### config.mk
export PLATFORM = sky130hd
export DESIGN_NAME = operand_fetch_flat
export DESIGN_NICKNAME = d
export VERILOG_FILES = /design/src/rtl/operand_fetch_if.sv /design/src/rtl/operand_fetch.sv /design/src/flat_wrapper.sv
export SDC_FILE = /design/constraint.sdc
export NUM_CORES = 1
export LEC_CHECK = 0
export BUFFER_PORTS_ARGS = -buffer_cell sky130_fd_sc_hd__buf_2
export CAP_MARGIN = 25
export CELL_PAD_IN_SITES_DETAIL_PLACEMENT = 1
export CELL_PAD_IN_SITES_GLOBAL_PLACEMENT = 1
export CORE_ASPECT_RATIO = 1.1
export CORE_MARGIN = 3
export CORE_UTILIZATION = 33
export CTS_BUF_LIST = sky130_fd_sc_hd__clkbuf_16
export DETAILED_ROUTE_END_ITERATION = 12
export PLACE_DENSITY_LB_ADDON = 0.25
export SLEW_MARGIN = 10
export SYNTH_ARGS = -nofsm -noshare
export SYNTH_HDL_FRONTEND = slang
export SYNTH_SLANG_ARGS = --single-unit
### constraint.sdc
create_clock -name reg_clk -period 2.15 [get_ports reg_clk]
set_input_delay 0 -clock reg_clk [delete_from_list [all_inputs] [get_ports reg_clk]]
set_output_delay 0 -clock reg_clk [all_outputs]
set_load 0.05 [all_outputs]
### src/rtl/operand_fetch_if.sv
// Issue-side handshake and operand bundle between decode, operand_fetch and execute.
interface operand_fetch_if;
    logic        in_valid;
    logic        in_ready;
    logic [4:0]  in_rs;
    logic [4:0]  in_rt;
    logic [4:0]  in_rd;
    logic        in_wen;

    logic        out_valid;
    logic        out_ready;
    logic [31:0] out_a;
    logic [31:0] out_b;
    logic [4:0]  out_rd;
    logic        out_wen;

    modport master (
        output in_valid, in_rs, in_rt, in_rd, in_wen, out_ready,
        input  in_ready, out_valid, out_a, out_b, out_rd, out_wen
    );

    modport slave (
        input  in_valid, in_rs, in_rt, in_rd, in_wen, out_ready,
        output in_ready, out_valid, out_a, out_b, out_rd, out_wen
    );
endinterface

### src/rtl/operand_fetch.sv
// Operand fetch: scoreboarded issue against the 32x32 register file, with writeback
// bypass into the operand latch; also the sole writer of the register file.
module operand_fetch #(
    parameter bit BYPASS = 1'b1
) (
    input  logic                reg_clk,
    input  logic                reg_rst,
    operand_fetch_if.slave      bus,
    output logic [4:0]          read_1,
    output logic [4:0]          read_2,
    input  logic [31:0]         read_data_p1,
    input  logic [31:0]         read_data_p2,
    output logic                regwrite,
    output logic [4:0]          write_3,
    output logic [31:0]         write_data_p3,
    input  logic                wb_valid,
    input  logic [4:0]          wb_rd,
    input  logic [31:0]         wb_data,
    output logic                wb_err
);
    localparam int unsigned XLEN = 32;
    localparam int unsigned RW   = 5;
    localparam int unsigned NREG = 32;

    logic [NREG-1:0] busy;
    logic [NREG-1:0] busy_nxt;
    logic            out_valid_q;
    logic [XLEN-1:0] out_a_q;
    logic [XLEN-1:0] out_b_q;
    logic [RW-1:0]   out_rd_q;
    logic            out_wen_q;

    logic            hit_rs;
    logic            hit_rt;
    logic            hit_rd;
    logic            avail_rs;
    logic            avail_rt;
    logic            dst_wr;
    logic            waw_ok;
    logic            in_ready_c;
    logic            issue;
    logic [XLEN-1:0] opnd_a;
    logic [XLEN-1:0] opnd_b;

    assign read_1        = bus.in_rs;
    assign read_2        = bus.in_rt;
    assign regwrite      = wb_valid && (wb_rd != RW'(0));
    assign write_3       = wb_rd;
    assign write_data_p3 = wb_data;

    assign bus.in_ready  = in_ready_c;
    assign bus.out_valid = out_valid_q;
    assign bus.out_a     = out_a_q;
    assign bus.out_b     = out_b_q;
    assign bus.out_rd    = out_rd_q;
    assign bus.out_wen   = out_wen_q;

    // Hazard check, bypass select and next scoreboard; set beats clear on the same register.
    always_comb begin
        hit_rs     = wb_valid && (wb_rd == bus.in_rs) && (bus.in_rs != RW'(0));
        hit_rt     = wb_valid && (wb_rd == bus.in_rt) && (bus.in_rt != RW'(0));
        hit_rd     = wb_valid && (wb_rd == bus.in_rd) && (bus.in_rd != RW'(0));
        avail_rs   = !busy[bus.in_rs] || (BYPASS && hit_rs);
        avail_rt   = !busy[bus.in_rt] || (BYPASS && hit_rt);
        dst_wr     = bus.in_wen && (bus.in_rd != RW'(0));
        waw_ok     = !dst_wr || !busy[bus.in_rd] || hit_rd;
        in_ready_c = avail_rs && avail_rt && waw_ok && (!out_valid_q || bus.out_ready);
        issue      = bus.in_valid && in_ready_c;
        opnd_a     = (BYPASS && hit_rs) ? wb_data : read_data_p1;
        opnd_b     = (BYPASS && hit_rt) ? wb_data : read_data_p2;

        busy_nxt = busy;
        if (regwrite) begin
            busy_nxt[wb_rd] = 1'b0;
        end
        if (issue && dst_wr) begin
            busy_nxt[bus.in_rd] = 1'b1;
        end
        busy_nxt[0] = 1'b0;
    end

    always_ff @(posedge reg_clk) begin
        if (reg_rst) begin
            busy        <= '0;
            out_valid_q <= 1'b0;
            out_a_q     <= '0;
            out_b_q     <= '0;
            out_rd_q    <= '0;
            out_wen_q   <= 1'b0;
            wb_err      <= 1'b0;
        end else begin
            busy <= busy_nxt;
            if (issue) begin
                out_valid_q <= 1'b1;
                out_a_q     <= opnd_a;
                out_b_q     <= opnd_b;
                out_rd_q    <= bus.in_rd;
                out_wen_q   <= bus.in_wen;
            end else if (bus.out_ready) begin
                out_valid_q <= 1'b0;
            end
            // Sticky: a result arrived for a register nobody was waiting on.
            if (regwrite && !busy[wb_rd]) begin
                wb_err <= 1'b1;
            end
        end
    end
endmodule

### src/flat_wrapper.sv
// flat-port wrapper written by rule: the top's interface ports become plain ports
module operand_fetch_flat 
#(
    parameter bit BYPASS = 1'b1
)
  (reg_clk, reg_rst, read_1, read_2, read_data_p1, read_data_p2, regwrite, write_3, write_data_p3, wb_valid, wb_rd, wb_data, wb_err, bus_in_valid, bus_in_rs, bus_in_rt, bus_in_rd, bus_in_wen, bus_out_ready, bus_in_ready, bus_out_valid, bus_out_a, bus_out_b, bus_out_rd, bus_out_wen);
  operand_fetch_if bus_i ();
  input  logic reg_clk;
  input  logic reg_rst;
  output logic [4:0] read_1;
  output logic [4:0] read_2;
  input  logic [31:0] read_data_p1;
  input  logic [31:0] read_data_p2;
  output logic regwrite;
  output logic [4:0] write_3;
  output logic [31:0] write_data_p3;
  input  logic wb_valid;
  input  logic [4:0] wb_rd;
  input  logic [31:0] wb_data;
  output logic wb_err;
  input wire logic [$bits(bus_i.in_valid)-1:0] bus_in_valid;
  input wire logic [$bits(bus_i.in_rs)-1:0] bus_in_rs;
  input wire logic [$bits(bus_i.in_rt)-1:0] bus_in_rt;
  input wire logic [$bits(bus_i.in_rd)-1:0] bus_in_rd;
  input wire logic [$bits(bus_i.in_wen)-1:0] bus_in_wen;
  input wire logic [$bits(bus_i.out_ready)-1:0] bus_out_ready;
  output wire logic [$bits(bus_i.in_ready)-1:0] bus_in_ready;
  output wire logic [$bits(bus_i.out_valid)-1:0] bus_out_valid;
  output wire logic [$bits(bus_i.out_a)-1:0] bus_out_a;
  output wire logic [$bits(bus_i.out_b)-1:0] bus_out_b;
  output wire logic [$bits(bus_i.out_rd)-1:0] bus_out_rd;
  output wire logic [$bits(bus_i.out_wen)-1:0] bus_out_wen;
  assign bus_i.in_valid = bus_in_valid;
  assign bus_i.in_rs = bus_in_rs;
  assign bus_i.in_rt = bus_in_rt;
  assign bus_i.in_rd = bus_in_rd;
  assign bus_i.in_wen = bus_in_wen;
  assign bus_i.out_ready = bus_out_ready;
  assign bus_in_ready = bus_i.in_ready;
  assign bus_out_valid = bus_i.out_valid;
  assign bus_out_a = bus_i.out_a;
  assign bus_out_b = bus_i.out_b;
  assign bus_out_rd = bus_i.out_rd;
  assign bus_out_wen = bus_i.out_wen;
  operand_fetch #(.BYPASS(BYPASS)) u_core (.reg_clk(reg_clk), .reg_rst(reg_rst), .bus(bus_i), .read_1(read_1), .read_2(read_2), .read_data_p1(read_data_p1), .read_data_p2(read_data_p2), .regwrite(regwrite), .write_3(write_3), .write_data_p3(write_data_p3), .wb_valid(wb_valid), .wb_rd(wb_rd), .wb_data(wb_data), .wb_err(wb_err));
endmodule
==> implementation parameters <==
Parameter                              Value

Yosys
  Library cell occupying the most area in the post-synthesis netlist ... dfxtp_1
  Number of enable flip-flop cells after synthesis ... 0
  Cell count after synthesis ... a little under 700
  Dominant cells by area after synthesis ... dfxtp_1, mux2i_1, mux4_2
  Area share of the largest cell type after synthesis ... 32.5%
  Total of flip-flops plus latches after synthesis ... 103
  Number of warnings issued by yosys ... 0
  Nets in the synthesized netlist ... 796
  Predominant post-synthesis flop cell ... dfxtp_1
  Post-synthesis cell type count ... 44
  Average cell area after synthesis ... around 9.4 um2
  Netlist area before placement ... 0.00635 mm2
  Post-synthesis sequential area ratio ... 32.5%
  Async S/R FF share, synth ... 0%

Critical path
  Critical Path Start Type ... register
  CP max FO ... 6
  Setup slack of the worst register-to-register path ... -0.41 ns
  Depth of the worst register-to-register path ... 10
  CP Capture Type ... register
  CP peak stage delay ... a little under 0.5 ns
  Category of the most critical setup path ... register to register
  Data arrival time at the worst-slack endpoint ... 2.77 ns
  Cell Chain, Critical Path ... mux4_2, mux2_4, nand2_1, o211ai_1, buf_4, a32o_2, nor2_4, clkbuf_16, clkbuf_16, a211oi_1
  Cell with the largest stage delay on the worst path ... mux4_2
  Library cell appearing most often on the critical path ... clkbuf_16
  Data required, critical path ... 2.36 ns

STA
  Worst clock skew ... 0.0136 ns
  Final-report max-slew violation count ... 0
  Post-route fraction of the period consumed by the critical path ... 119%
  Slew @ Worst Pin ... 1.16 ns
  Number of setup violations in the final report ... between 100 and 150
  Count of endpoints failing hold in the final timing report ... 0
  Headroom to the max-slew limit ... 22.5%
  Fin worst setup slack ... -0.411 ns
  Shortest period the worst path allows ... 2.56 ns
  Unrepaired setup endpoints after global routing ... yes
  Maximum clock frequency ... 0.390 GHz
  Worst hold slack ... roughly 0.0077 ns

Final layout
  Area growth, synth to finish ... 50.0%
  Area of all placed cells without fillers ... around 0.0095 mm2
  N_diodes ... 0
  Fraction of layout instances using a drive strength above 1 ... between 50 and 60%
  Footprint of the multi-input gates ... about 0.0042 mm2
  Fill cell instance count of the final layout ... approximately 2100
  Sequential standard cell area ... about 0.0021 mm2
  Net count, final ... 1073

Routing
  Number of nets with antenna violations after detailed routing ... 0
  Average wire per cell in the routed design ... roughly 23 um
  DRT Wirelength ... 27900 um
  Router iterations before antenna repair ... 4
  DRC Markers ... 0
  Detail-routed via count per cell ... approximately 5.6
  Vias ... 6723
  Violation count after the first detailed-route iteration ... 301

CTS
  Deepest level of the CTS H-tree ... 3
  CTS tree ... yes
  Clock transition at the registers of the reported paths ... 0.08 ns
  Inserted Clock Buffers ... 9
  Later-pin clock latency in the skew report ... roughly 0.37 ns
  Clock tree root driver cell ... clkbuf_16
  CTS max path bufs ... 2
  Total clock sinks ... 103

Placement
  I/O Buffers ... 242
  Half-perimeter wire length after placement ... 19600 um
  Final RePlAce weighted congestion ... 0.930
  Post-detailed-placement cell area ... 0.00804 mm2

Floorplan
  Height of the die ... 152 um
  Number of ports placed on the die boundary ... 243
  Die Width ... 138 um
  Die Area ... 0.0209 mm2
  Area of the core ... 0.0187 mm2
  Initial core utilization ... 34.0%
  # rows ... 52

Global route
  Gr ovfl total ... 0
  Via count of the first global-routing pass ... 7335
  Maximum number of pins on one net before global-route repair ... 60
  Number of antenna violations at the first check in global routing ... 0
  Aggregate global-route resource usage ... 24.7%
  First-pass GRT wire length ... 41300 um

Worst hold path
  Cell count of the worst hold path ... 3
  Path type of the worst min-delay path ... primary input to register

Run status
  Status ... finished with violations
  Failing checks ... negative setup slack

Pwr
  Psw ... 2.40 mW
  Share of total power in the clock network ... a little under 30%
  Power per unit of standard cell area ... around 630 mW/mm2
  Cell leakage power ... around 3.8 nW
  Sequential Power Share ... about a third
  Part of the total power dissipated in combinational logic ... 35.7%
  Worst IR Drop VDD ... approximately 400 uV
  Switching portion of total power ... approximately 40%
  Internal power ... 3.62 mW

Flow run
  Max-cap violations ... 0
==> per-layer routing <==
metal	vias up	track usage, %	part of all wire (%)
li1	3041	-	-
met1	3336	28.0	38
met2	295	47.3	53
met3	51	4.58	5.9
met4	0	7.66	2.5
met5	-	0	0
==> cell usage in the layout (no fill, tap or decap), types with 11 or more instances in the layout <==
| cell type | netlist | layout |
|---|---|---|
| buf_2 | 22 | 240 |
| dfxtp_1 | 103 | 92 |
| buf_4 | 59 | 84 |
| mux2i_1 | 79 | 79 |
| a21oi_1 | 76 | 65 |
| a211oi_2 | 13 | 35 |
| a211oi_1 | 53 | 30 |
| mux4_2 | 25 | 25 |
| nand2_1 | 23 | 23 |
| nor2b_1 | 23 | 22 |
| nand3b_1 | 20 | 20 |
| o21ai_0 | 42 | 20 |
| dlygate4sd3_1 | 0 | 19 |
| o21ai_2 | 0 | 16 |
| o31ai_4 | 0 | 13 |
| clkbuf_16 | 0 | 13 |
| nand3_1 | 15 | 12 |
| a21oi_2 | 1 | 11 |
==> cell usage after synthesis, drive strengths merged (6+ instances only) <==
cell type  number
a211oi         66
a21oi          77
buf            82
clkbuf         30
dfxtp         103
mux2i          79
mux4           25
nand2          24
nand3          15
nand3b         20
nor2           11
nor2b          23
nor3b           6
o21ai          42
o31ai          16
xnor2           7
xor2            7
==> metrics by stage <==
stage / utilization (%) / cells / TNS (ns) / worst slack [ns] / power [mW]
after floorplan: - / 674 / 0 / 0.0370 / 3.40
after global placement: 43.1 / 1142 / -25.96 / -0.331 / 3.94
after detailed placement: 43.1 / 1142 / -34.48 / -0.466 / 3.97
after CTS: 48.4 / 1193 / -27.46 / -0.347 / 5.87
after global routing: 51.0 / 1199 / -43.28 / -0.494 / 6.23
final: 51.0 / 1199 / -33.95 / -0.411 / 6.01
==> what timing repair did <==
item / in CTS / in global routing
endpoints found under the hold margin: 19 / 0
cloned: 3 / 5
setup endpoints to repair: 103 / 103
buffers inserted: 13 / 2
pin swaps: 7 / 24
gates resized for setup: 90 / 82
hold buffers: 19 / 0
==> area by class of cell <==
| cell class | instances | share of cell area [%] |
|---|---|---|
| clock inverters | 7 | 0.801 |
| multi-input cells | 459 | 43.8 |
| repair buffers | 378 | 28.0 |
| clock buffers | 9 | 2.36 |
| well taps | 243 | 3.19 |
| flip-flops and latches | 103 | 21.9 |
==> kinds of logic (layout without fill, tap and decap cells) <==
| kind of cell | Yosys count | count (layout) | share of synthesized area, % |
|---|---|---|---|
| multiplexers | 106 | 106 | 21.7 |
| XOR/XNOR | 14 | 14 | 1.93 |
| AND/OR/NAND/NOR | 121 | 121 | 11.1 |
| AO/OA/AOI/OAI | 218 | 218 | 22.3 |
| buffers and inverters | 112 | 394 | 10.5 |
| flip-flops | 103 | 103 | 32.5 |
==> worst paths after layout <==
| kind | startpoint | to |
|---|---|---|
| worst min register to register | u_core.bus.out_rd[2] | u_core.bus.out_rd[2] |
| worst max-delay path | u_core.busy[28] | u_core.bus.out_b[22] |
| worst max register to register | u_core.busy[28] | u_core.bus.out_b[22] |
| worst min-delay path | wb_data[4] | u_core.bus.out_b[4] |
==> power groups by stage <==
stage / Sequential [mW] / Clock, mW / Combinational, mW
5_1_grt: 2.12 / 1.84 / 2.26
6_report: 2.11 / 1.76 / 2.15
4_1_cts: 2.11 / 1.77 / 2.00
2_1_floorplan: 2.58 / 0 / 0.821
3_3_place_gp: 2.15 / 0 / 1.79
3_5_place_dp: 2.15 / 0 / 1.83
==> state kept, by name (all words and copies together), names as in the netlist <==
signal                cells
u_core.wb_err             1
u_core.bus.out_b         32
u_core.bus.out_valid      1
u_core.bus.out_wen        1
u_core.bus.out_a         32
u_core.bus.out_rd         5
u_core.busy              31
==> worst max-delay path: cells and delay by family, from the launching register on <==
family,cells,cell delay (ns)
compound gates,3,0.51
flops,1,0.36
mux,2,0.77
simple gates,2,0.25
buf+inv,3,0.52
Power figures use the tool's default switching activity.
